==> src/rtl/pdes_sched.sv <==
// pdes_sched -- event scheduler for the PHOLD/PDES engine.
//
// Sits between a shared first-word-fall-through priority event queue and
// NUM_CORE processing cores. It seeds the queue with NUM_INIT events at the
// start of a run. It then moves new events from the cores into the queue and
// dispatches the queue head to a free core, using one round-robin arbiter per
// direction. It tracks GVT and ends the run when GVT passes SIM_END_TIME, or
// when nothing is left in flight.
//
// Event word layout: {lp[LP_WID-1:0], time[TIME_WID-1:0]}.
//
// Ports:
//   clk, rst_n       clock, asynchronous active-low reset
//   start            pulse, begins a run from IDLE
//   gvt, done, busy  registered GVT, end-of-run pulse, not-IDLE flag
//   core_ready       per-core "can take an event"
//   core_evt_vld     one-hot dispatch strobe; evt_time/evt_lp broadcast
//   core_new_vld     per-core "holding a new event"; core_new_data packed
//   core_new_ack     one-hot accept strobe for core_new_data
//   core_done        per-core pulse, current event finished
//   q_enq/q_din      queue write
//   q_deq/q_dout     queue pop / head word
//   q_empty/q_full   queue status
//
// Optional feature macro: SCHED_STATS_EN. When it is defined, the module
// adds the 32-bit saturating run counters stat_sent and stat_rcvd.
//
// Handshakes: every transfer is single-cycle and combinational. A strobe
// (q_enq, q_deq, core_evt_vld[i], core_new_ack[i]) is only raised when the
// other side's qualifier (!q_full, !q_empty, core_ready[i], core_new_vld[i])
// is high in that same cycle. The transfer completes at the next rising
// clock edge. A producer holds its data until the strobe is seen.

module pdes_sched #(
  parameter int NUM_CORE     = 8,
  parameter int TIME_WID     = 16,
  parameter int LP_WID       = 3,
  parameter int NUM_INIT     = 8,
  parameter int SIM_END_TIME = 4000,
  localparam int EVT_WID     = LP_WID + TIME_WID
) (
  input  logic                        clk,
  input  logic                        rst_n,
  input  logic                        start,
  output logic [TIME_WID-1:0]         gvt,
  output logic                        done,
  output logic                        busy,
  input  logic [NUM_CORE-1:0]         core_ready,
  output logic [NUM_CORE-1:0]         core_evt_vld,
  output logic [TIME_WID-1:0]         evt_time,
  output logic [LP_WID-1:0]           evt_lp,
  input  logic [NUM_CORE-1:0]         core_new_vld,
  input  logic [NUM_CORE*EVT_WID-1:0] core_new_data,
  output logic [NUM_CORE-1:0]         core_new_ack,
  input  logic [NUM_CORE-1:0]         core_done,
  output logic                        q_enq,
  output logic [EVT_WID-1:0]          q_din,
  output logic                        q_deq,
  input  logic [EVT_WID-1:0]          q_dout,
  input  logic                        q_empty,
  input  logic                        q_full
`ifdef SCHED_STATS_EN
  ,
  output logic [31:0]                 stat_sent,
  output logic [31:0]                 stat_rcvd
`endif
);

  localparam int IDX_W = $clog2(NUM_CORE);

  typedef enum logic [1:0] {
    S_IDLE     = 2'd0,
    S_INIT     = 2'd1,
    S_RUNNING  = 2'd2,
    S_FINISHED = 2'd3
  } state_t;

  state_t                state;
  logic [7:0]            seed_cnt;
  logic                  dispatched;
  logic [IDX_W-1:0]      rcv_ptr;
  logic [IDX_W-1:0]      snd_ptr;
  logic [NUM_CORE-1:0]   core_busy;
  logic [TIME_WID-1:0]   core_time [NUM_CORE];

  logic [TIME_WID-1:0]   q_time;
  logic [LP_WID-1:0]     q_lp;
  logic [EVT_WID-1:0]    new_evt [NUM_CORE];
  logic                  rcv_fire;
  logic                  dsp_fire;
  logic [IDX_W-1:0]      rcv_idx;
  logic [IDX_W-1:0]      snd_idx;
  logic [TIME_WID-1:0]   c_gvt;
  logic                  end_cond;

  assign q_time = q_dout[TIME_WID-1:0];
  assign q_lp   = q_dout[EVT_WID-1:TIME_WID];
  assign done   = (state == S_FINISHED);
  assign busy   = (state != S_IDLE);

  // Round-robin pick: among requesters choose the one with the smallest
  // upward distance from ptr (wrapping), so ptr itself has top priority.
  function automatic logic [IDX_W-1:0] rr_pick(input logic [NUM_CORE-1:0] req,
                                               input logic [IDX_W-1:0]    ptr);
    logic [IDX_W-1:0] pick;
    int               best_d;
    int               d;
    pick   = '0;
    best_d = NUM_CORE;
    for (int k = 0; k < NUM_CORE; k++) begin
      d = k - int'(ptr);
      if (d < 0) d = d + NUM_CORE;
      if (req[k] && (d < best_d)) begin
        best_d = d;
        pick   = IDX_W'(k);
      end
    end
    return pick;
  endfunction

  function automatic logic [IDX_W-1:0] ptr_after(input logic [IDX_W-1:0] g);
    return (g == IDX_W'(NUM_CORE - 1)) ? '0 : g + IDX_W'(1);
  endfunction

  always_comb begin
    for (int k = 0; k < NUM_CORE; k++) begin
      new_evt[k] = core_new_data[k*EVT_WID +: EVT_WID];
    end
  end

  // Receive wins the queue port. Dispatch still runs while the queue is full,
  // so cores can drain the queue and a full queue cannot deadlock.
  always_comb begin
    rcv_fire = (state == S_RUNNING) && (|core_new_vld) && !q_full;
    dsp_fire = (state == S_RUNNING) && !rcv_fire && !q_empty && (|core_ready);
    rcv_idx  = rr_pick(core_new_vld, rcv_ptr);
    snd_idx  = rr_pick(core_ready, snd_ptr);
  end

  always_comb begin
    q_enq        = 1'b0;
    q_din        = '0;
    q_deq        = 1'b0;
    core_new_ack = '0;
    core_evt_vld = '0;
    evt_time     = q_time;
    evt_lp       = q_lp;
    if (state == S_INIT) begin
      q_enq = !q_full;
      q_din = {LP_WID'(seed_cnt), {TIME_WID{1'b0}}};
    end else if (rcv_fire) begin
      q_enq        = 1'b1;
      q_din        = new_evt[rcv_idx];
      core_new_ack = NUM_CORE'(1) << rcv_idx;
    end else if (dsp_fire) begin
      q_deq        = 1'b1;
      core_evt_vld = NUM_CORE'(1) << snd_idx;
    end
  end

  // Candidate GVT: earliest time among busy cores and the queue head.
  // If neither a busy core nor a head exists, GVT holds.
  always_comb begin
    logic [TIME_WID-1:0] m;
    logic                have;
    m    = '1;
    have = 1'b0;
    for (int k = 0; k < NUM_CORE; k++) begin
      if (core_busy[k] && (core_time[k] <= m)) begin
        m    = core_time[k];
        have = 1'b1;
      end
    end
    if (!q_empty && (q_time <= m)) begin
      m    = q_time;
      have = 1'b1;
    end
    c_gvt = have ? m : gvt;
  end

  always_comb begin
    end_cond = (gvt > TIME_WID'(SIM_END_TIME)) ||
               (q_empty && !(|core_busy) && !(|core_new_vld) && dispatched);
  end

  // Main FSM.
  always_ff @(posedge clk or negedge rst_n) begin
    if (!rst_n) begin
      state      <= S_IDLE;
      seed_cnt   <= '0;
      dispatched <= 1'b0;
      gvt        <= '0;
    end else begin
      case (state)
        S_IDLE: begin
          if (start) begin
            state      <= S_INIT;
            seed_cnt   <= '0;
            dispatched <= 1'b0;
            gvt        <= '0;
          end
        end
        S_INIT: begin
          if (q_enq) begin
            seed_cnt <= seed_cnt + 8'd1;
            if (seed_cnt == 8'(NUM_INIT - 1)) state <= S_RUNNING;
          end
        end
        S_RUNNING: begin
          gvt <= c_gvt;
          if (dsp_fire) dispatched <= 1'b1;
          if (end_cond) state <= S_FINISHED;
        end
        default: begin
          state <= S_IDLE;
        end
      endcase
    end
  end

  // Arbiter pointers advance only on a grant.
  always_ff @(posedge clk or negedge rst_n) begin
    if (!rst_n) begin
      rcv_ptr <= '0;
      snd_ptr <= '0;
    end else begin
      if (rcv_fire) rcv_ptr <= ptr_after(rcv_idx);
      if (dsp_fire) snd_ptr <= ptr_after(snd_idx);
    end
  end

  // Per-core tracking. A dispatch in the same cycle as core_done overrides it.
  always_ff @(posedge clk or negedge rst_n) begin
    if (!rst_n) begin
      core_busy <= '0;
      for (int k = 0; k < NUM_CORE; k++) core_time[k] <= '0;
    end else if (state == S_FINISHED) begin
      core_busy <= '0;
    end else begin
      for (int k = 0; k < NUM_CORE; k++) begin
        if (dsp_fire && (snd_idx == IDX_W'(k))) begin
          core_busy[k] <= 1'b1;
          core_time[k] <= q_time;
        end else if (core_done[k]) begin
          core_busy[k] <= 1'b0;
        end
      end
    end
  end

`ifdef SCHED_STATS_EN
  always_ff @(posedge clk or negedge rst_n) begin
    if (!rst_n) begin
      stat_sent <= '0;
      stat_rcvd <= '0;
    end else if ((state == S_IDLE) && start) begin
      stat_sent <= '0;
      stat_rcvd <= '0;
    end else begin
      if (dsp_fire && (stat_sent != '1)) stat_sent <= stat_sent + 32'd1;
      if (rcv_fire && (stat_rcvd != '1)) stat_rcvd <= stat_rcvd + 32'd1;
    end
  end
`endif

endmodule

==> config.mk <==
export PLATFORM = sky130hd
export DESIGN_NAME = pdes_sched
export DESIGN_NICKNAME = d
export VERILOG_FILES = /design/src/rtl/pdes_sched.sv
export SDC_FILE = /design/constraint.sdc
export NUM_CORES = 1
export LEC_CHECK = 0
export CAP_MARGIN = 20
export CORE_MARGIN = 2
export CORE_UTILIZATION = 42
export CTS_BUF_LIST = sky130_fd_sc_hd__clkbuf_4 sky130_fd_sc_hd__clkbuf_8
export DETAILED_ROUTE_END_ITERATION = 10
export HOLD_SLACK_MARGIN = 0.03
export PLACE_DENSITY = 0.81
export SLEW_MARGIN = 20
export SYNTH_ARGS = -nofsm -noshare
export SYNTH_HDL_FRONTEND = slang
export SYNTH_SLANG_ARGS = --single-unit
==> constraint.sdc <==
create_clock -name clk -period 20.1 [get_ports clk]
set_input_delay 3.015 -clock clk [delete_from_list [all_inputs] [get_ports clk]]
set_output_delay 3.015 -clock clk [all_outputs]
set_load 0.05 [all_outputs]
==> results of run 1 <==
## sequential cells by signal (all words and copies together), names as in the netlist
signal and count:
state 2, seed_cnt 8, core_time 128, gvt 16, dispatched 1, core_busy 8
snd_ptr 3, rcv_ptr 3
## worst max-delay path by stage
stage	to	depth (start not counted)	from	slack, ps
5_1_grt	gvt[7]	110	core_busy[0]	-520
4_1_cts	gvt[2]	108	core_busy[0]	10
3_3_place_gp	gvt[2]	106	core_busy[0]	-130
2_1_floorplan	gvt[11]	115	core_busy[0]	9
3_5_place_dp	gvt[9]	106	core_busy[0]	-920
6_report	gvt[14]	110	core_busy[0]	420
## cell families (layout without fill, tap and decap cells)
group           count (synthesis)  after routing  synth area share (%)
mux                           240            240                 19.89
simple gates                  399            399                 13.40
flops                         169            169                 27.66
buf+inv                       219            506                 6.014
compound gates                400            402                 18.74
xor+xnor                       13             13                0.7446
fa+ha+maj                     166            166                 13.55
## repair_timing
| item | CTS | global route |
|---|---|---|
| buffers inserted | 7 | 32 |
| setup endpoints to repair | 16 | 16 |
| gates cloned | 1 | 5 |
| pin swaps | 3 | 42 |
| gates resized for setup | 19 | 121 |
| hold buffers | 0 | 0 |
## routing by layer
| metal | global-route usage [%] | vias up | share of wire (%) |
|---|---|---|---|
| met3 | 4.546 | 182 | 7.4 |
| met4 | 12.04 | 2 | 5.5 |
| met1 | 29.65 | 7061 | 38 |
| met5 | 0 | - | 0.021 |
| li1 | - | 6547 | - |
| met2 | 45.35 | 808 | 49 |
## layout make-up
type	count	share of cell area [%]
Sequential cell	169	21.33
Tap cell	461	2.909
Clock inverter	10	0.5994
Inverter	129	2.442
Multi-Input combinational cell	1220	53.96
Clock buffer	21	1.457
Timing Repair Buffer	346	17.31
## worst max-delay path, delay by kind of cell, from the launching register on
kind | cells | cell delay [ps]
flip-flops | 1 | 430
adder cells (fa/ha/maj) | 8 | 2110
multiplexers | 4 | 1280
AND/OR/NAND/NOR | 24 | 3450
AO/OA/AOI/OAI | 61 | 10590
buffers and inverters | 13 | 1620
## metrics by stage
step                instances  hold WS, ps  utilization (%)
CTS                      2319        513.8            53.08
global placement         2280        485.6            51.53
finish                   2356        513.1            55.49
detailed placement       2280        491.9            51.53
global route             2356        521.3            55.49
floorplan                1606        470.1                -
## cell usage after synthesis, types with 10 or more instances
cell type | count | share of area [%]
a21boi_0 | 15 | 0.74
a21o_1 | 39 | 1.9
a21oi_1 | 64 | 2.1
a22o_1 | 18 | 1.0
a31oi_1 | 10 | 0.41
and2_1 | 11 | 0.45
and3_1 | 15 | 0.61
buf_4 | 21 | 1.0
clkbuf_1 | 52 | 1.3
dfrtp_1 | 169 | 28
ha_1 | 164 | 13
inv_1 | 129 | 3.2
mux2_2 | 155 | 11
mux2i_1 | 47 | 3.1
mux4_2 | 34 | 5.0
nand2_1 | 99 | 2.4
nand2b_1 | 18 | 0.74
nand3_1 | 25 | 0.82
nand4_1 | 41 | 1.7
nor2_1 | 86 | 2.1
nor2b_1 | 28 | 1.1
nor3_1 | 18 | 0.59
nor3b_1 | 10 | 0.49
nor4_1 | 18 | 0.74
o21a_1 | 16 | 0.79
o21ai_0 | 92 | 3.0
o221ai_2 | 10 | 0.98
o22ai_1 | 17 | 0.70
o31ai_1 | 23 | 1.1
xnor2_1 | 12 | 0.69
==> summary.md, run 1 <==
| Metric | Value |
|---|---|
| Cell variety after synth | `82` |
| Ys flop type | `dfrtp_1` |
| Relative slew slack | `33.48%` |
| Synth warn | `0` |
| CTS clk-pin slew, worst paths | `100 ps` |
| # IOs | `274` |
| DRT Pass-1 Iters | `7` |
| Commonest non-fill, non-tap cell in the layout | `clkdlybuf4s50_1` |
| Worst r2r path cells | `110` |
| Syn_nets | `1970` |
| Detailed-route via count | `14600` |
| Placed inst area | `18420 sq um` |
| Post-synth EDFFs | `0` |
| Clock latency on the worst-skew pair | `510 ps` |
| Max Slew Vio Count | `0` |
| Die X-Extent | `194.8 um` |
| Worst-path maximum fanout | `9` |
| Post-DRT Antenna Nets | `0` |
| Die Ht | `194.8 um` |
| Crit end category | `register` |
| Fin Setup TNS | `0 ps` |
| Worst Clk Skew | `22.64 ps` |
| Global-route usage over all layers | `25.47%` |
| Reg2Reg Setup Slack | `420 ps` |
| Die footprint | `37950 sq um` |
| Critical R2R Launch | `core_busy[0]` |
| Htree depth | `4` |
| Post-DP HPWL | `38780 um` |
| Critical Path RT | `20470 ps` |
| Post-synthesis register bit count | `169` |
| Worst-Margin Slew | `994.8 ps` |
| Slowest cell on the critical path | `a2111oi_0` |
| Worst EP arrival | `20050 ps` |
| Slowest stage delay, CP | `610 ps` |
| Critical R2R Capture | `gvt[14]` |
| Setup crit start kind | `register` |
| Sequential cell area | `4230 sq um` |
| Pre-CTS setup slack | `-923.0 ps` |
| Result of the run | `completed` |
| Multi-input logic area | `10700 sq um` |
| Synth Instances | `1606` |
| Final Critical Period | `19680 ps` |
| Hold endpoint | `core_time[125]` |
| Initial antenna violation count | `1` |
| Area delta synth->final | `29.69%` |
| Largest net degree at the start of global routing | `107` |
| Final setup violation count | `0` |
| PortBufs | `267` |
| First-pass GRT wire length | `76680 um` |
| Hold-critical path depth | `1` |
| Max Clock Freq | `50.82 MHz` |
| Hold crit path type | `reg2reg` |
| Filler Cell Count | `2964` |
| Post-route cell area | `19830 sq um` |
| Final GP Congestion | `0.9740` |
| Most frequent cells in the layout | `clkdlybuf4s50_1, dfrtp_1, ha_1` |
| Sequential share of the synthesized area | `27.66%` |
| Worst hold start | `core_time[125]` |
| Drt drc | `0` |
| Synthesized area | `15290 sq um` |
| Period utilisation layout | `97.90%` |
| Initial Util | `42.78%` |
| Gr ovfl total | `0` |
| Layout cell share with drive strength beyond 1 | `22.01%` |
| Setup WS post-layout | `422.8 ps` |
| Post-DR vias/cell | `6.197` |
| Max_cap viols | `0` |
| CP dominant cell by count | `a21o_1` |
| Row count | `69` |
| Total clock sinks | `169` |
| Final Hold Viols | `0` |
| Synthesized area per cell | `9.521 sq um` |
| DR WL/cell | `22.44 um` |
| Kind of critical path | `reg2reg` |
| Nets | `2247` |
| Synth async-reset ratio | `100.0%` |
| CTS tree | `built` |
| Vias in the first global route | `13940` |
| Post-Route WL | `52860 um` |
| Ant. Diodes | `0` |
| Core ar. | `35740 sq um` |
| 1st-iter DRT viols | `1158` |
| Root buf cell | `clkbuf_8` |
| Number of CTS-inserted buffers | `17` |
| Clock tree buffer depth | `2` |
Power of run 1 is left out: the tool's default activity adds up to more than one toggle a clock period on the data nets, which glitch-free logic cannot reach.
==> run 2: changes to the inputs <==
CORE_MARGIN = unset   (was 2)
CORE_UTILIZATION = 50   (was 42)
CTS_CLUSTER_DIAMETER = 100   (was unset)
PLACE_DENSITY = 0.92   (was 0.81)
==> summary.md, run 2 (synthesis gave the netlist of run 1 again) <==
| Metric | Value |
|---|---|
| Result of the run | `completed (unchanged)` |
| Final Critical Period | `19870 ps (was 19680 ps)` |
| Area delta synth->final | `28.58% (was 29.69%)` |
| Max Slew Vio Count | `0 (unchanged)` |
| Clock tree buffer depth | `2 (unchanged)` |
| Row count | `63 (was 69)` |
| Htree depth | `4 (unchanged)` |
| Final setup violation count | `0 (unchanged)` |
| Commonest non-fill, non-tap cell in the layout | `clkdlybuf4s50_1 (unchanged)` |
| Initial antenna violation count | `6 (was 1)` |
| Vias in the first global route | `13820 (was 13940)` |
| Hold crit path type | `reg2reg (unchanged)` |
| Max_cap viols | `0 (unchanged)` |
| Root buf cell | `clkbuf_8 (unchanged)` |
| CTS hold repair buffers | `0 (unchanged)` |
| Slowest cell on the critical path | `dfrtp_2 (was a2111oi_0)` |
| Crit end category | `register (unchanged)` |
| Critical Path RT | `20530 ps (was 20470 ps)` |
| Die footprint | `31280 sq um (was 37950 sq um)` |
| Period utilisation layout | `98.84% (was 97.90%)` |
| Detailed-route via count | `14720 (was 14600)` |
| CTS tree | `built (unchanged)` |
| CP Buf/Inv Count | `9 (was 13)` |
| Sequential cell area | `4230 sq um (unchanged)` |
| Slowest stage delay, CP | `480 ps (was 610 ps)` |
| Drt drc | `0 (unchanged)` |
| Global-route usage over all layers | `30.80% (was 25.47%)` |
| # IOs | `274 (unchanged)` |
| Core ar. | `29870 sq um (was 35740 sq um)` |
| Max Clock Freq | `50.34 MHz (was 50.82 MHz)` |
| Kind of critical path | `reg2reg (unchanged)` |
| Final GP Congestion | `0.9625 (was 0.9740)` |
| Reg2Reg Setup Slack | `230 ps (was 420 ps)` |
| Die Ht | `176.9 um (was 194.8 um)` |
| PortBufs | `267 (unchanged)` |
| Largest registers | `core_time: 128 flops, gvt: 16 flops (unchanged)` |
| Final Hold Viols | `0 (unchanged)` |
| Worst EP arrival | `20290 ps (was 20050 ps)` |
| DR WL/cell | `22.91 um (was 22.44 um)` |
| Layout cell share with drive strength beyond 1 | `21.36% (was 22.01%)` |
| Filler Cell Count | `2220 (was 2964)` |
| CP dominant cell by count | `a21o_1 (unchanged)` |
| Top cell family by delay on the critical path | `compound AO/OA/AOI/OAI gates (unchanged)` |
| CTS clk-pin slew, worst paths | `100 ps (about the same)` |
| Post-Route WL | `52400 um (was 52860 um)` |
| Gr ovfl total | `0 (unchanged)` |
| Most frequent cells in the layout | `clkdlybuf4s50_1, dfrtp_1, ha_1 (unchanged)` |
| Post-DR vias/cell | `6.435 (was 6.197)` |
| Multi-input logic area | `10610 sq um (was 10700 sq um)` |
| Fin Setup TNS | `0 ps (unchanged)` |
| Setup crit start kind | `register (unchanged)` |
| Post-DP HPWL | `38380 um (was 38780 um)` |
| Max FFs per register | `128 (unchanged)` |
| Worst-path maximum fanout | `9 (unchanged)` |
| Number of CTS-inserted buffers | `17 (unchanged)` |
| Worst Clk Skew | `26.70 ps (was 22.64 ps)` |
| Initial Util | `51.18% (was 42.78%)` |
| Nets | `2242 (was 2247)` |
| Worst-Margin Slew | `973.4 ps (was 994.8 ps)` |
| Clock latency on the worst-skew pair | `520 ps (was 510 ps)` |
| First-pass GRT wire length | `74810 um (was 76680 um)` |
| Post-DRT Antenna Nets | `0 (unchanged)` |
| Largest Register | `core_time (unchanged)` |
| 1st-iter DRT viols | `1353 (was 1158)` |
| Largest net degree at the start of global routing | `106 (was 107)` |
| DRT Pass-1 Iters | `7 (unchanged)` |
| Total clock sinks | `169 (unchanged)` |
| Relative slew slack | `35.10% (was 33.48%)` |
| Die X-Extent | `176.9 um (was 194.8 um)` |
run 2: final timing paths:
check                          startpoint        endpoint  depth (start not counted)
min in group asynchronous           rst_n  core_time[110]                          1
min reg2reg                core_time[112]  core_time[112]                          1
max                          core_busy[0]         gvt[15]                        109
max reg2reg                  core_busy[0]         gvt[15]                        109
max in group asynchronous           rst_n    core_time[0]                          2
min                        core_time[112]  core_time[112]                          1
run 2: layer usage:
| layer | vias to the layer above | wire length (um) | global-route usage (%) |
|---|---|---|---|
| met4 | 0 | 3136 | 17.42 |
| met3 | 214 | 4022 | 5.584 |
| li1 | 6536 | - | - |
| met1 | 7162 | 19580 | 35.50 |
| met5 | - | 0 | 0 |
| met2 | 805 | 25660 | 53.56 |
run 2: stage by stage:
| stage | utilization [%] | instance area (sq um) | setup slack (ps) | instances | hold WS, ps |
|---|---|---|---|---|---|
| after global routing | 65.81 | 19660 | -798.5 | 2287 | 535.8 |
| after CTS | 63.15 | 18870 | 28.68 | 2250 | 520.7 |
| after floorplan | - | 15310 | 9.374 | 1606 | 470.1 |
| after global placement | 61.37 | 18330 | 74.80 | 2210 | 487.2 |
| after detailed placement | 61.37 | 18330 | -519.6 | 2210 | 498.8 |
| final | 65.81 | 19660 | 233.2 | 2287 | 515.4 |
run 2: area by class of cell:
type	count	share of cell area [%]
antenna	6	0.07636
clock inverter	15	1.031
tap	390	2.482
timing repair buffer	341	17.26
inverter	129	2.463
multi-input combinational	1220	53.98
clock buffer	17	1.190
sequential	169	21.52
run 2: timing repair:
item	CTS	global route
pin swaps	3	30
setup endpoints to repair	16	16
resized for setup	5	122
gates cloned	0	5
buffers inserted	8	26
Power of run 2 is left out for the same reason.
